File: src/rtl/uart_rx.sv
// UART receive engine: 2-flop synchronised rx, tick-driven oversampling FSM, valid/ack byte output.
// Optional parity stage between DATA and STOP is enabled by defining UART_RX_PARITY_EN.
module uart_rx #(
   parameter int unsigned OVERSAMPLE = 16,
   parameter int unsigned DATA_BITS  = 8,
   parameter int unsigned PARITY_ODD = 0
) (
   input  logic                 clk,
   input  logic                 rst,
   input  logic                 tick_i,
   input  logic                 rx_i,
   output logic [DATA_BITS-1:0] dout_o,
   output logic                 dout_vld_o,
   input  logic                 dout_ack_i,
   output logic                 rx_busy_o,
   output logic                 frame_err_o,
   output logic                 overrun_err_o,
   output logic                 parity_err_o
);

   localparam int unsigned SW = $clog2(OVERSAMPLE);
   localparam int unsigned BW = (DATA_BITS > 1) ? $clog2(DATA_BITS) : 1;
   localparam logic [SW-1:0] S_HALF = SW'(OVERSAMPLE / 2 - 1);
   localparam logic [SW-1:0] S_LAST = SW'(OVERSAMPLE - 1);
   localparam logic [BW-1:0] B_LAST = BW'(DATA_BITS - 1);

   if ((OVERSAMPLE < 4) || (OVERSAMPLE % 2 != 0) || (DATA_BITS < 2) || (PARITY_ODD > 1))
   begin : g_param_check
      $error("uart_rx: unsupported parameter combination");
   end

   typedef enum logic [2:0] {
      ST_IDLE,
      ST_START,
      ST_DATA,
`ifdef UART_RX_PARITY_EN
      ST_PARITY,
`endif
      ST_STOP,
      ST_BREAK
   } state_t;

   logic                 rx_meta_q;
   logic                 rx_s_q;
   state_t               state_q, state_d;
   logic [SW-1:0]        sctr_q, sctr_d;
   logic [BW-1:0]        bctr_q, bctr_d;
   logic [DATA_BITS-1:0] shreg_q, shreg_d;
   logic                 deliver;
   logic                 frame_err_d;
   logic                 frame_err_q;
   logic                 overrun_err_d;
   logic                 overrun_err_q;
   logic [DATA_BITS-1:0] dout_q, dout_d;
   logic                 dout_vld_q, dout_vld_d;
`ifdef UART_RX_PARITY_EN
   localparam logic PAR_ODD = 1'(PARITY_ODD);
   logic                 par_bad_q, par_bad_d;
   logic                 parity_err_d;
   logic                 parity_err_q;
`endif

   // Both synchroniser flops reset to the idle line level so reset never looks like a start bit.
   always_ff @(posedge clk or posedge rst) begin
      if (rst) begin
         rx_meta_q <= 1'b1;
         rx_s_q    <= 1'b1;
      end else begin
         rx_meta_q <= rx_i;
         rx_s_q    <= rx_meta_q;
      end
   end

   always_ff @(posedge clk or posedge rst) begin
      if (rst) begin
         state_q <= ST_IDLE;
         sctr_q  <= '0;
         bctr_q  <= '0;
         shreg_q <= '0;
`ifdef UART_RX_PARITY_EN
         par_bad_q <= 1'b0;
`endif
      end else begin
         state_q <= state_d;
         sctr_q  <= sctr_d;
         bctr_q  <= bctr_d;
         shreg_q <= shreg_d;
`ifdef UART_RX_PARITY_EN
         par_bad_q <= par_bad_d;
`endif
      end
   end

   always_comb begin
      state_d     = state_q;
      sctr_d      = sctr_q;
      bctr_d      = bctr_q;
      shreg_d     = shreg_q;
      deliver     = 1'b0;
      frame_err_d = 1'b0;
`ifdef UART_RX_PARITY_EN
      par_bad_d    = par_bad_q;
      parity_err_d = 1'b0;
`endif
      if (tick_i) begin
         case (state_q)
            ST_IDLE: begin
               if (!rx_s_q) begin
                  state_d = ST_START;
                  sctr_d  = '0;
               end
            end
            ST_START: begin
               if (sctr_q == S_HALF) begin
                  sctr_d = '0;
                  if (!rx_s_q) begin
                     state_d = ST_DATA;
                     bctr_d  = '0;
                  end else begin
                     state_d = ST_IDLE;
                  end
               end else begin
                  sctr_d = sctr_q + SW'(1);
               end
            end
            ST_DATA: begin
               if (sctr_q == S_LAST) begin
                  sctr_d  = '0;
                  shreg_d = {rx_s_q, shreg_q[DATA_BITS-1:1]};
                  if (bctr_q == B_LAST) begin
`ifdef UART_RX_PARITY_EN
                     state_d = ST_PARITY;
`else
                     state_d = ST_STOP;
`endif
                  end else begin
                     bctr_d = bctr_q + BW'(1);
                  end
               end else begin
                  sctr_d = sctr_q + SW'(1);
               end
            end
`ifdef UART_RX_PARITY_EN
            ST_PARITY: begin
               if (sctr_q == S_LAST) begin
                  sctr_d    = '0;
                  par_bad_d = rx_s_q ^ (^shreg_q) ^ PAR_ODD;
                  state_d   = ST_STOP;
               end else begin
                  sctr_d = sctr_q + SW'(1);
               end
            end
`endif
            ST_STOP: begin
               if (sctr_q == S_LAST) begin
                  sctr_d = '0;
                  if (rx_s_q) begin
                     state_d = ST_IDLE;
`ifdef UART_RX_PARITY_EN
                     // A bad parity bit only reports once the stop bit is known to be good.
                     if (par_bad_q) parity_err_d = 1'b1;
                     else           deliver      = 1'b1;
`else
                     deliver = 1'b1;
`endif
                  end else begin
                     frame_err_d = 1'b1;
                     state_d     = ST_BREAK;
                  end
`ifdef UART_RX_PARITY_EN
                  par_bad_d = 1'b0;
`endif
               end else begin
                  sctr_d = sctr_q + SW'(1);
               end
            end
            ST_BREAK: begin
               if (rx_s_q) state_d = ST_IDLE;
            end
            default: state_d = ST_IDLE;
         endcase
      end
   end

   always_comb begin
      dout_d        = dout_q;
      dout_vld_d    = dout_vld_q;
      overrun_err_d = 1'b0;
      if (dout_vld_q && dout_ack_i) dout_vld_d = 1'b0;
      // An ack in the delivery cycle frees the holding register for the new byte.
      if (deliver) begin
         if (!dout_vld_q || dout_ack_i) begin
            dout_d     = shreg_q;
            dout_vld_d = 1'b1;
         end else begin
            overrun_err_d = 1'b1;
         end
      end
   end

   always_ff @(posedge clk or posedge rst) begin
      if (rst) begin
         dout_q        <= '0;
         dout_vld_q    <= 1'b0;
         frame_err_q   <= 1'b0;
         overrun_err_q <= 1'b0;
`ifdef UART_RX_PARITY_EN
         parity_err_q  <= 1'b0;
`endif
      end else begin
         dout_q        <= dout_d;
         dout_vld_q    <= dout_vld_d;
         frame_err_q   <= frame_err_d;
         overrun_err_q <= overrun_err_d;
`ifdef UART_RX_PARITY_EN
         parity_err_q  <= parity_err_d;
`endif
      end
   end

   assign dout_o        = dout_q;
   assign dout_vld_o    = dout_vld_q;
   assign rx_busy_o     = (state_q != ST_IDLE);
   assign frame_err_o   = frame_err_q;
   assign overrun_err_o = overrun_err_q;
`ifdef UART_RX_PARITY_EN
   assign parity_err_o  = parity_err_q;
`else
   assign parity_err_o  = 1'b0;
`endif

endmodule

File: config.mk
export PLATFORM = sky130hd
export DESIGN_NAME = uart_rx
export DESIGN_NICKNAME = d
export VERILOG_FILES = /design/src/rtl/uart_rx.sv
export SDC_FILE = /design/constraint.sdc
export NUM_CORES = 1
export LEC_CHECK = 0
export CAP_MARGIN = 20
export CORE_MARGIN = 2
export CORE_UTILIZATION = 35
export DETAILED_ROUTE_END_ITERATION = 7
export SYNTH_ARGS = -nofsm -noshare
export SYNTH_HDL_FRONTEND = slang
export SYNTH_SLANG_ARGS = --single-unit
File: constraint.sdc
create_clock -name clk -period 1.8 [get_ports clk]
set_input_delay 0.27 -clock clk [delete_from_list [all_inputs] [get_ports clk]]
set_output_delay 0.27 -clock clk [all_outputs]
set_load 0.05 [all_outputs]
==> flow_summary_export.csv <==
group,metric,value,unit
yosys,yosysSeqAreaShare,52.27,%
route,route.vias.total,984,
worst_setup_path,rr_startpoint,"bctr_q[0]",
floorplan,die_w,69.23,um
worst_setup_path,r2r-end,"bctr_q[0]",
timing,min_period,1.738,ns
worst_setup_path,cp-start-kind,"flip-flop",
route,antenna_left,0,
clock_tree,postCtsSetupBuffers,0,
route,drtIter0Drc,36,
floorplan,coreArea,4058,um2
timing,skew,0.003046,ns
hold_path,hold_depth,0,
power_and_ir_drop,ir_drop,714.9,uV
worst_setup_path,startpoint,"state_q[0]",
final_layout,final_cell_area,1941,um2
timing,max_freq,575.3,MHz
placed_design,dp_cells,188,
floorplan,die_height,69.23,um
yosys,synth_ff_type,"dfrtp_1",
worst_setup_path,critPathKind,"flip-flop to output pin",
final_layout,multi_input_area,691.9,um2
worst_setup_path,crit_required,1.53,ns
placed_design,port_buffers,16,
final_layout,final_nets,153,
clock_tree,cts_root_buf,"clkbuf_8",
grt,grt_pass1_wl,4830,um
floorplan,ios,18,
worst_setup_path,cpLargestDelayFamily,"flip-flops",
yosys,synthArstFlopShare,100.0,%
yosys,syn-num-nets,124,
route,firstDrtPassIters,4,
worst_setup_path,rrSetupSlack,0.08,ns
grt,grt_use_total,12.75,%
timing,min_period_over_period,96.57,%
worst_setup_path,crit_buf_inv,2,
yosys,ys_seq_elements,31,
grt,grt_max_degree,32,
run_status,status,"finished, final reports clean",
route,routed_wl,2824,um
timing,rsz0062_at_grt,"no",
worst_setup_path,cpMaxStageDelayCell,"dfrtp_2",
timing,finalWorstSetupSlack,0.06178,ns
clock_tree,numCtsBuffers,5,
grt,grt_pass1_vias,1020,
yosys,ys.warnings.count,0,
final_layout,ff_latch_area,779.5,um2
timing,holdWs,0.3586,ns
placed_design,hpwl,1965,um
clock_tree,clk_path_buf_depth,2,
yosys,synth_top_area_cell,"dfrtp_1",
floorplan,start_util,36.69,%
grt,antenna_found_initial,0,
yosys,synth_top_area_share,48.74,%
worst_setup_path,crit_chain,"buf_6 -> or3_1 -> buf_4",
floorplan,fp-row-count,23,
final_layout,nFillCells,355,
flow_run,drv_cap,0,
placed_design,post_dp_cell_area,1759,um2
worst_setup_path,arrival,1.47,ns
yosys,yosys.cell_types.count,37,
hold_path,hp-start,"rx_meta_q",
final_layout,layout_common_cells,"28 x dfrtp_1, 19 x mux2_2, 15 x clkdlybuf4s50_1, 15 x buf_4, 6 x clkbuf_8",
yosys,syn_area,1489,um2
final_layout,fin_cells,196,
power_and_ir_drop,leakagePower,0.8966,nW
worst_setup_path,slowest_delay,0.49,ns
timing,finalHoldViolations,0,
clock_tree,path_clk_slew,0.06,ns
clock_tree,h-tree-depth,2,
route,drc,0,
final_layout,final_common_cell,"dfrtp_1",
yosys,syn_inst,116,
floorplan,die_area,4792,um2
yosys,syn_avg_cell_area,12.84,um2
yosys,synth_area_leaders,"dfrtp_1 49%, mux2_2 15%, dfstp_2 3.5%, buf_4 2.5%, ha_1 2.5%",
final_layout,syn2layout_area_growth,30.34,%
clock_tree,clock_latency,0.28,ns
final_layout,drive_gt1_share,38.36,%
yosys,synth-edff-count,0,
worst_setup_path,worstRegToRegCells,6,
timing,setup_violations,0,
power_and_ir_drop,powerDensity,1184,nW/um2
route,viasPerCell,5.020,
timing,drv_slew,0,
timing,slew_headroom,66.81,%
clock_tree,cts_tree,"built",
timing,tightest_slew,0.4963,ns
placed_design,gp_congestion,0.7870,
final_layout,diodes,0,
clock_tree,clock-sinks,31,
hold_path,min_to,"rx_s_q",
worst_setup_path,crit_path_end_kind,"output pin",
placed_design,place_ws,-0.08536,ns
grt,overflow,0,
route,wire_per_inst,14.41,um
worst_setup_path,critical_path.max_fanout,9,
hold_path,hold_class,"flip-flop to flip-flop",
Yosys cell counts (2+ instances only):
library cell,n
xnor2_1,2
nand3_1,2
a31oi_1,2
nor2_1,3
dfstp_2,2
buf_2,2
nand2_1,3
dfrtp_1,29
ha_1,3
or3_1,2
inv_1,4
a21o_1,2
a41oi_1,2
a22o_1,3
nand2b_1,4
mux2_2,20
nor3b_1,3
nor3_1,3
buf_4,5
o21ai_0,2
nor4bb_1,2
through the flow:
step | total power [W] | utilization, % | setup TNS [ns]
final | 0.002297 | 47.83 | 0
after global routing | 0.002446 | 47.83 | 0
after CTS | 0.002239 | 46.44 | -0.01291
after detailed placement | 0.001519 | 43.35 | -1.224
after global placement | 0.001503 | 43.35 | -0.9669
after floorplan | 0.001344 | - | 0
timing repair:
item,in CTS,in global routing
endpoints found under the setup margin,5,22
pin swaps,2,2
endpoints found under the hold margin,0,0
cloned,0,0
gates resized for setup,3,11
hold buffers,0,0
where the power goes:
part / switching, W / internal (W) / leakage [nW]
Sequential: 0.000124 / 0.000771 / 0.410
Clock: 0.000249 / 0.000447 / 0.0612
Combinational: 0.000358 / 0.000347 / 0.426
area by class of cell:
class / instances / area share (%)
tap: 50 / 3.224
sequential: 31 / 40.17
multi-input combinational: 72 / 35.65
clock buffer: 6 / 4.255
clock inverter: 2 / 1.805
timing repair buffer: 31 / 14.12
inverter: 4 / 0.7737
state kept, by name (all words and copies together), names as in the netlist:
name	cells
dout_o	8
rx_s_q	1
shreg_q	8
dout_vld_o	1
frame_err_o	1
state_q	3
bctr_q	3
rx_meta_q	1
sctr_q	4
overrun_err_o	1
logic make-up (layout without fill, tap and decap cells):
group	Yosys count	in the layout	synth area share (%)
simple gates	29	29	14.62
mux	20	20	15.13
fa+ha+maj	3	3	2.521
compound gates	17	17	8.824
buf+inv	13	43	5.210
xor+xnor	2	2	1.177
other cells	1	1	0.2519
flops	31	31	52.27
worst max-delay path by stage:
| stage | to | cells past startpoint |
|---|---|---|
| final | rx_busy_o | 3 |
| after global routing | shreg_q[5] | 6 |
| after CTS | state_q[0] | 5 |
| after detailed placement | dout_o[4] | 5 |
| after global placement | state_q[0] | 5 |
| after floorplan | state_q[0] | 5 |
layer usage:
metal	GRT usage (%)	up-vias	share of wire (%)
met3	2.762	5	3.0
met5	0	-	0
met2	19.66	17	50
met1	16.39	482	45
met4	7.625	0	1.7
li1	-	480	-
Note: power is estimated with default switching activity, not from simulation.
==> RTL edit: new RTL, config.mk and constraints unchanged <==
Encoding of `state_t`: now one-hot (5 bits for 5 states).
--- a/src/rtl/uart_rx.sv
+++ b/src/rtl/uart_rx.sv
@@ -31,6 +31,6 @@
 
-   typedef enum logic [2:0] {
-      ST_IDLE,
-      ST_START,
-      ST_DATA,
+   typedef enum logic [4:0] {
+      ST_IDLE  = 5'b00001,
+      ST_START = 5'b00010,
+      ST_DATA  = 5'b00100,
 `ifdef UART_RX_PARITY_EN
@@ -38,4 +38,4 @@
 `endif
-      ST_STOP,
-      ST_BREAK
+      ST_STOP  = 5'b01000,
+      ST_BREAK = 5'b10000
    } state_t;
Function: no difference found for any inputs over 10 cycles, from zero or initial values and one cycle with rst high; not proved beyond that.
==> RTL edit against the original RTL <==
  * The run now ends with negative setup slack left
  * Sequential power shrank 0.8%
  * Final cell count increased by 22%
  * Die area increased by 4.9%
  * Worst setup slack lost 0.24 ns
  * Sequential cell count is 2 higher
  * Power is 21% higher
  * Final area rose by 24%
  * Global-route usage is 1.4 points higher
  * Combinational power grew 67%
  * Routed wire length up 22%
  * Synthesized area rose by 5.2%
  * Count of clock-buffer cells in the layout increased by 1
  * Synthesized cell count is 10% higher
==> RTL edit: results (changes against the original RTL) <==
Logic synthesis
  – Post-synth net total: 136 (+9.7%)
  – Yosys cell types: 44 (+19%)
  – Top cells by area, synth: dfrtp_1, mux2_2, dfstp_2
  – XOR/XNOR Fraction of Synth Area: 0.00559 (-0.00617)
  – Register area share after synthesis: 0.530 (+0.00686)
  – Cell count after synthesis: 128 (+10%)
  – Adder-Cell Fraction of Synth Area: 0.0240 (-0.00125)
  – Synth cell count leaders: dfrtp_1, mux2_2, nand2_1, nor2_1, inv_1

CTS
  – Postcts setup bufs: 5 (+5)

Route
  – DR WL met3: 165 um (+92%)
  – DR WL met2: 1.75 mm (+23%)
  – Routed WL: 3.45 mm (+22%)
  – Drt first-iter violations: 66 (+83%)
  – Wl on met1: 1.51 mm (+19%)

Outcome
  – Status: complete, but fails checks
  – Failing checks: negative setup slack

STA
  – Final setup fails: 28 (+28)
  – Final WS setup: -0.177 ns (-0.239 ns)
  – Post-layout minimum cycle time: 1.98 ns (+0.239 ns)
  – Setup TNS: -2.87 ns (-2.87 ns)
  – Worst Skew: 0.00601 ns (+0.00296 ns)

Placement
  – Placed cell area: 2050 um2 (+17%)
  – DP Cell Count: 220 (+17%)
  – Dpl hpwl: 2.25 mm (+14%)

Final layout
  – Non-clk invs: 6 (+2)
  – Layout cells sized above 1: 0.529 (+0.146)
  – Data buffer area share: 0.208 (+0.0664)
  – Post-Layout Cell Count: 239 (+22%)
  – Layout clock buffer count: 7 (+1)
  – Multi-input combinational area share: 0.362 (+0.00516)
  – Seq/total area: 0.345 (-0.0566)
  – Final #Nets: 194 (+27%)
  – #MultiIn Comb: 83 (+15%)
  – Fillers: 365 (+2.8%)

Critical path
  – Critical-path maximum fanout: 5 (-4)
  – Arrival time worst endpoint: 2.15 ns (+0.68 ns)
  – CP delay by family, top: simple AND/OR/NAND/NOR gates

GRT
  – Pin count of the biggest net entering global routing: 34 (+6.3%)
  – First-pass GRT wire length: 5.61 mm (+16%)

Power
  – IR drop worst, VDD: 0.711 mV (-0.56%)
==> RTL edit: cell types whose count changed after synthesis, sizes merged, moves of 2 or more <==
cell / before / now
inv: 4 / 6
mux2i: 0 / 2
nand4: 2 / 0
nand2: 3 / 7
a31oi: 2 / 0
nor4bb: 2 / 0
buf: 8 / 4
or3: 2 / 4
nor4: 0 / 3
nor2: 3 / 8
nor3b: 3 / 0
nand2b: 4 / 2
and3: 0 / 2
a41oi: 2 / 0
==> RTL edit: power by group <==
group | switching [mW] | internal [mW] | total (mW)
Sequential | 0.0714 | 0.817 | 0.888
Clock | 0.257 | 0.451 | 0.708
Combinational | 0.526 | 0.653 | 1.18
==> RTL edit: path summary, 6_finish.rpt <==
kind / from / endpoint / slack (ns)
min in group asynchronous: rst / state_q[4] / 0.38
max: state_q[3] / state_q[2] / -0.18
max in group asynchronous: rst / rx_s_q / 1.08
min: rx_meta_q / rx_s_q / 0.36
min reg2reg: rx_meta_q / rx_s_q / 0.36
max reg2reg: state_q[3] / state_q[2] / -0.18
